--- src/rtl/boot_sequencer_if.sv ---
// Host byte-stream link feeding the boot sequencer's instruction store.
interface boot_sequencer_if;
    logic [7:0] rx_data;
    logic       rx_valid;
    logic       rx_ready;

    modport master (
        output rx_data,
        output rx_valid,
        input  rx_ready
    );

    modport slave (
        input  rx_data,
        input  rx_valid,
        output rx_ready
    );
endinterface

--- src/rtl/boot_sequencer.sv ---
// Instruction store plus run control: load image from host, run core,
// detect jump-to-self halt and enforce a run-cycle watchdog.
module boot_sequencer #(
    parameter int PC_W       = 16,
    parameter int AW         = 8,
    parameter int CNT_W      = 24,
    parameter int MAX_CYCLES = 1000000
) (
    input  logic               clk_i,
    input  logic               rst_ni,
    input  logic               start_i,
    input  logic               abort_i,
    input  logic [AW:0]        len_i,
    boot_sequencer_if.slave    rx,
    output logic               cpu_rst_o,
    input  logic [PC_W-1:0]    cpu_pc_i,
    output logic [15:0]        cpu_instr_o,
    output logic               busy_o,
    output logic               done_o,
    output logic               timeout_o,
    output logic [CNT_W-1:0]   cycles_o
);
    localparam int DEPTH = 2 ** AW;

    localparam logic [2:0] S_IDLE = 3'd0;
    localparam logic [2:0] S_LOAD = 3'd1;
    localparam logic [2:0] S_RUN  = 3'd2;
    localparam logic [2:0] S_HALT = 3'd3;
    localparam logic [2:0] S_TOUT = 3'd4;

    localparam logic [CNT_W-1:0] MAXC  = CNT_W'(MAX_CYCLES);
    localparam logic [CNT_W-1:0] LASTC = CNT_W'(MAX_CYCLES - 1);

    logic [2:0]       state_q, state_d;
    logic [AW-1:0]    wr_addr_q, wr_addr_d;
    logic [AW-1:0]    last_q, last_d;
    logic             phase_q, phase_d;
    logic [7:0]       lo_q, lo_d;
    logic [CNT_W-1:0] cycles_q, cycles_d;
    logic [PC_W-1:0]  prev_pc_q, prev_pc_d;
    logic             prev_valid_q, prev_valid_d;

    logic [15:0] mem [DEPTH];

    logic xfer;
    logic wr_en;
    logic halt_hit;
    logic pc_in_range;

    assign xfer        = rx.rx_valid && (state_q == S_LOAD);
    assign wr_en       = xfer && phase_q && !abort_i;
    assign halt_hit    = prev_valid_q && (cpu_pc_i == prev_pc_q);
    assign pc_in_range = (cpu_pc_i >> AW) == '0;

    always_comb begin
        state_d      = state_q;
        wr_addr_d    = wr_addr_q;
        last_d       = last_q;
        phase_d      = phase_q;
        lo_d         = lo_q;
        cycles_d     = cycles_q;
        prev_pc_d    = prev_pc_q;
        prev_valid_d = prev_valid_q;
        case (state_q)
            S_IDLE, S_HALT, S_TOUT: begin
                if (start_i) begin
                    cycles_d     = '0;
                    prev_valid_d = 1'b0;
                    wr_addr_d    = '0;
                    phase_d      = 1'b0;
                    // len above the depth clamps to the last address
                    last_d  = len_i[AW] ? '1 : len_i[AW-1:0] - AW'(1);
                    state_d = (len_i == '0) ? S_RUN : S_LOAD;
                end
            end
            S_LOAD: begin
                if (abort_i) begin
                    state_d = S_IDLE;
                end else if (xfer) begin
                    phase_d = !phase_q;
                    if (!phase_q) begin
                        lo_d = rx.rx_data;
                    end else begin
                        wr_addr_d = wr_addr_q + AW'(1);
                        if (wr_addr_q == last_q) begin
                            state_d      = S_RUN;
                            prev_valid_d = 1'b0;
                        end
                    end
                end
            end
            S_RUN: begin
                if (abort_i) begin
                    state_d = S_IDLE;
                end else begin
                    if (cycles_q != MAXC) begin
                        cycles_d = cycles_q + CNT_W'(1);
                    end
                    prev_pc_d    = cpu_pc_i;
                    prev_valid_d = 1'b1;
                    if (halt_hit) begin
                        state_d = S_HALT;
                    end else if (cycles_q == LASTC) begin
                        state_d = S_TOUT;
                    end
                end
            end
            default: state_d = S_IDLE;
        endcase
    end

    always_ff @(posedge clk_i or negedge rst_ni) begin
        if (!rst_ni) begin
            state_q      <= S_IDLE;
            wr_addr_q    <= '0;
            last_q       <= '0;
            phase_q      <= 1'b0;
            lo_q         <= '0;
            cycles_q     <= '0;
            prev_pc_q    <= '0;
            prev_valid_q <= 1'b0;
        end else begin
            state_q      <= state_d;
            wr_addr_q    <= wr_addr_d;
            last_q       <= last_d;
            phase_q      <= phase_d;
            lo_q         <= lo_d;
            cycles_q     <= cycles_d;
            prev_pc_q    <= prev_pc_d;
            prev_valid_q <= prev_valid_d;
        end
    end

    always_ff @(posedge clk_i) begin
        if (wr_en) begin
            mem[wr_addr_q] <= {rx.rx_data, lo_q};
        end
    end

    assign rx.rx_ready = (state_q == S_LOAD);
    assign cpu_rst_o   = (state_q == S_RUN);
    assign busy_o      = (state_q == S_LOAD) || (state_q == S_RUN);
    assign done_o      = (state_q == S_HALT);
    assign timeout_o   = (state_q == S_TOUT);
    assign cycles_o    = cycles_q;
    assign cpu_instr_o = (cpu_rst_o && pc_in_range) ?
                         mem[cpu_pc_i[AW-1:0]] : 16'h0000;
endmodule

--- src/flat_wrapper.sv ---
// flat-port wrapper written by rule: the top's interface ports become plain ports
module boot_sequencer_flat 
#(
    parameter int PC_W       = 16,
    parameter int AW         = 8,
    parameter int CNT_W      = 24,
    parameter int MAX_CYCLES = 1000000
)
  (clk_i, rst_ni, start_i, abort_i, len_i, cpu_rst_o, cpu_pc_i, cpu_instr_o, busy_o, done_o, timeout_o, cycles_o, rx_rx_data, rx_rx_valid, rx_rx_ready);
  boot_sequencer_if rx_i ();
  input  logic clk_i;
  input  logic rst_ni;
  input  logic start_i;
  input  logic abort_i;
  input  logic [AW:0] len_i;
  output logic cpu_rst_o;
  input  logic [PC_W-1:0] cpu_pc_i;
  output logic [15:0] cpu_instr_o;
  output logic busy_o;
  output logic done_o;
  output logic timeout_o;
  output logic [CNT_W-1:0] cycles_o;
  input wire logic [$bits(rx_i.rx_data)-1:0] rx_rx_data;
  input wire logic [$bits(rx_i.rx_valid)-1:0] rx_rx_valid;
  output wire logic [$bits(rx_i.rx_ready)-1:0] rx_rx_ready;
  assign rx_i.rx_data = rx_rx_data;
  assign rx_i.rx_valid = rx_rx_valid;
  assign rx_rx_ready = rx_i.rx_ready;
  boot_sequencer #(.PC_W(PC_W), .AW(AW), .CNT_W(CNT_W), .MAX_CYCLES(MAX_CYCLES)) u_core (.clk_i(clk_i), .rst_ni(rst_ni), .start_i(start_i), .abort_i(abort_i), .len_i(len_i), .rx(rx_i), .cpu_rst_o(cpu_rst_o), .cpu_pc_i(cpu_pc_i), .cpu_instr_o(cpu_instr_o), .busy_o(busy_o), .done_o(done_o), .timeout_o(timeout_o), .cycles_o(cycles_o));
endmodule
--- config.mk ---
export PLATFORM = sky130hd
export DESIGN_NAME = boot_sequencer_flat
export DESIGN_NICKNAME = d
export VERILOG_FILES = /design/src/rtl/boot_sequencer_if.sv /design/src/rtl/boot_sequencer.sv /design/src/flat_wrapper.sv
export SDC_FILE = /design/constraint.sdc
export NUM_CORES = 2
export LEC_CHECK = 0
export BUFFER_PORTS_ARGS = -buffer_cell sky130_fd_sc_hd__buf_2
export CAP_MARGIN = 10
export CELL_PAD_IN_SITES_DETAIL_PLACEMENT = 0
export CELL_PAD_IN_SITES_GLOBAL_PLACEMENT = 1
export CORE_MARGIN = 2
export CORE_UTILIZATION = 56
export CTS_BUF_LIST = sky130_fd_sc_hd__clkbuf_4 sky130_fd_sc_hd__clkbuf_8 sky130_fd_sc_hd__clkbuf_16
export CTS_CLUSTER_DIAMETER = 60
export DETAILED_ROUTE_END_ITERATION = 8
export PLACE_DENSITY = 0.87
export REMOVE_ABC_BUFFERS = 1
export SYNTH_ARGS = -nofsm -noshare
export SYNTH_HDL_FRONTEND = slang
export SYNTH_SLANG_ARGS = --single-unit
--- constraint.sdc ---
create_clock -name clk_i -period 4.34 [get_ports clk_i]
set_input_delay 0.434 -clock clk_i [delete_from_list [all_inputs] [get_ports clk_i]]
set_output_delay 0.434 -clock clk_i [all_outputs]
set_load 0.01 [all_outputs]
==> impl_metrics.ini <==
[status]
status = finished, violations left
violations = negative hold slack, negative setup slack

[sta]
finalMaxSlewViolations = 0
slew_headroom = 0.0781
min_period_ns = 4.38
finalHoldViolCount = 8
fmax_ghz = 0.228
fin_crit_sh = 1.01
tightest_slew_ns = 1.38
skew_ns = 0.0476
setup_viol = 7
hold_slack_ns = -0.0129
setup_slack_ns = -0.0400
rsz0062_at_grt = true

[setup_path]
start_kind = flip-flop
cp_max_fo = 7
r2r_start = u_core.state_q[0]$_DFFE_PN0P_
critPathArrivalTime_ns = 3.95
crit_required_ns = 3.91
r2r_cells = 8
r2r_end = u_core.mem[209][2]$_DFFE_PP_
rrSetupSlack_ns = 0.84
critPathLaunch = u_core.state_q[0]$_DFFE_PN0P_
endpoint_kind = output pin
crit_path_end = cpu_instr_o[12]
crit_type = flip-flop to output pin

[yosys]
synth_area_per_cell_sq_um = 21.0
async_reset_ff_frac = 0.0166
ys_types = 87
synth_seq_area_share = 0.766
synth_cells = 7738
yosysWarnings = 0
synthFlopType = edfxtp_1
synth_edf_count = 4096
syn_area_sq_um = 163000
ys_seq_elements = 4165

[clock_tree]
clk_latency_ns = 0.94
root_buffer = clkbuf_16
cts_tree = done
cts-buffers-inserted = 398
clk_pin_slew_ns = 0.06
clkSinkCount = 4165
htreeDepth = 5
clk_path_buf_depth = 4

[drt]
ant_nets = 0
drc = 0
vias_per_cell = 6.88
drtIter0Drc = 14900
wire_per_inst_um = 34.6
vias = 87900
first_pass_iters = 8
drt-total-wl_um = 443000

[floorplan]
die_w_um = 543
start_util = 0.564
floorplan.core_area_sq_um = 289000
core.rowCount = 197
io_pins = 83
die_h_um = 543
dieArea_sq_um = 295000

[final_layout]
final_common_cell = edfxtp_1
final_cell_mix = edfxtp_1 (4096), mux4_2 (787), buf_4 (682)
n_fill_cell = 17900
fin_area_sq_um = 185000
drive_gt1_frac = 0.276
final_nets = 8610
areaGrowthSynthToFinish_pct = 13.9

[global_route]
overflow = 0
grt_pass1_vias = 86900
antenna_found_initial = 24
grt_pass1_wl_um = 629000
grt_max_degree = 197
grt_usage = 0.298

[placement]
placed_cell_area_sq_um = 172000
io_buffer_count = 82
dp_slack_ns = -0.464
gp_congestion = 0.908
dp_hpwl_um = 261000

[worst_hold_path]
min_path_type = input port to flip-flop

[power_and_ir_drop]
combPwrFrac = 0.083
p_clk_frac = 0.382
p_sw_mw = 21.2
seq_power_share = 0.535
switching_share = 0.235
peakVddDrop_uv = 812
power.density_nw_per_um2 = 485
internal-power_mw = 68.8
p_total_mw = 90.0
leakage_nw = 60.4

[flow_run]
drv_cap = 0
[area by class of cell]
class / instances / area [sq um] / area share
multi-input cells: 3093 / 35100 / 0.189
repair buffers: 887 / 7730 / 0.0417
flip-flops and latches: 4165 / 125000 / 0.673
inverters: 19 / 81.3 / 0.000439
diodes: 10 / 25.0 / 0.000135
clock buffers: 480 / 10600 / 0.0574
clock inverters: 243 / 2200 / 0.0119
well taps: 3880 / 4850 / 0.0262
[what timing repair did]
item,CTS,global route
hold buffers,35,0
pin swaps,6,13
endpoints found under the setup margin,13,14
hold endpoints to repair,55,0
buffers inserted,4,9
gates resized for setup,42,56
gates cloned,0,1
[synth_stat cells, drive strengths merged (13+ instances only)]
cell type	n	share of area
edfxtp	4096	0.76
mux4	834	0.12
mux2i	467	0.029
nor2	371	0.0086
buf	315	0.017
nand2	169	0.0039
o221ai	164	0.0089
clkbuf	146	0.0034
nor3	146	0.0045
o22ai	129	0.0050
o21ai	119	0.0037
a21oi	109	0.0034
mux2	79	0.0055
dfrtp	69	0.011
a221oi	45	0.0025
nor4	40	0.0016
nand3	30	0.00092
a211oi	29	0.0015
xnor2	28	0.0015
a31oi	20	0.00077
o31ai	20	0.00092
o211ai	19	0.00091
inv	17	0.00039
xor2	16	0.00086
nand4	15	0.00058
nor2b	14	0.00054
and3	13	0.00050
nand2b	13	0.00050
[how the worst min path moves through the flow]
| stage | depth (start not counted) | endpoint | slack (ns) | start |
|---|---|---|---|---|
| floorplan | 0 | u_core.cycles_o[0]$_DFFE_PN0P_ | 0.14 | rst_ni |
| global placement | 1 | u_core.prev_valid_q$_DFFE_PN0P_ | 0.48 | u_core.prev_valid_q$_DFFE_PN0P_ |
| detailed placement | 1 | u_core.prev_valid_q$_DFFE_PN0P_ | 0.49 | u_core.prev_valid_q$_DFFE_PN0P_ |
| CTS | 1 | u_core.mem[68][11]$_DFFE_PP_ | 0.04 | rx_rx_data[3] |
| global route | 1 | u_core.mem[68][11]$_DFFE_PP_ | 0.003 | rx_rx_data[3] |
| finish | 1 | u_core.mem[68][11]$_DFFE_PP_ | -0.01 | rx_rx_data[3] |
[critical path, stage by stage, from the launching register on]
cell	delay (ns)
dfrtp_2	0.41
nand3b_1	0.20
inv_2	0.10
nand4b_1	0.16
buf_12	0.22
buf_6	0.16
buf_4	0.16
a21oi_1	0.14
and4_1	0.44
o2111a_1	0.27
buf_4	0.12
o21ai_0	0.08
nand3_1	0.35
buf_2	0.22
[state kept, by name (all words and copies together), names as in the netlist]
signal,count
u_core.prev_valid_q,1
u_core.mem,4096
u_core.phase_q,1
u_core.last_q,8
u_core.state_q,3
u_core.wr_addr_q,8
u_core.cycles_o,24
u_core.lo_q,8
u_core.prev_pc_q,16
[stage by stage]
| stage | utilization | hold slack (ns) | instances | setup TNS [ns] |
|---|---|---|---|---|
| final | 0.642 | -0.0129 | 12800 | -0.125 |
| after global routing | 0.642 | 0.00271 | 12800 | -0.615 |
| after CTS | 0.641 | 0.0389 | 12800 | -0.734 |
| after detailed placement | 0.594 | 0.493 | 12000 | -1.41 |
| after global placement | 0.594 | 0.476 | 12000 | -2.07 |
| after floorplan | - | 0.138 | 7277 | -18.30 |
[power by group through the flow]
stage | clock [mW] | combinational, mW | sequential (mW)
floorplan | 0 | 1.94 | 50.3
global placement | 0 | 6.76 | 48.9
detailed placement | 0 | 7.14 | 49.0
CTS | 34.5 | 7.28 | 48.1
global route | 36.0 | 7.79 | 48.2
finish | 34.4 | 7.45 | 48.2
[cells by family (layout without fill, tap and decap cells)]
group | Yosys count | after routing | synth area share
and+or+nand+nor | 898 | 898 | 0.0257
xor gates and xnor gates | 44 | 44 | 0.00237
AOI/OAI and AO/OA | 763 | 763 | 0.0335
muxes | 1380 | 1380 | 0.151
other | 0 | 10 | 0
adders and majority gates | 8 | 8 | 0.000615
buffers and inverters | 480 | 1629 | 0.0210
DFF | 4165 | 4165 | 0.766
[routing by layer]
metal  global-route usage  wire length (um)
met1                0.395            150000
met2                0.467            211000
met3               0.0734             57000
met4                0.147             24600
met5                    0               171
Power figures use the tool's default switching activity.
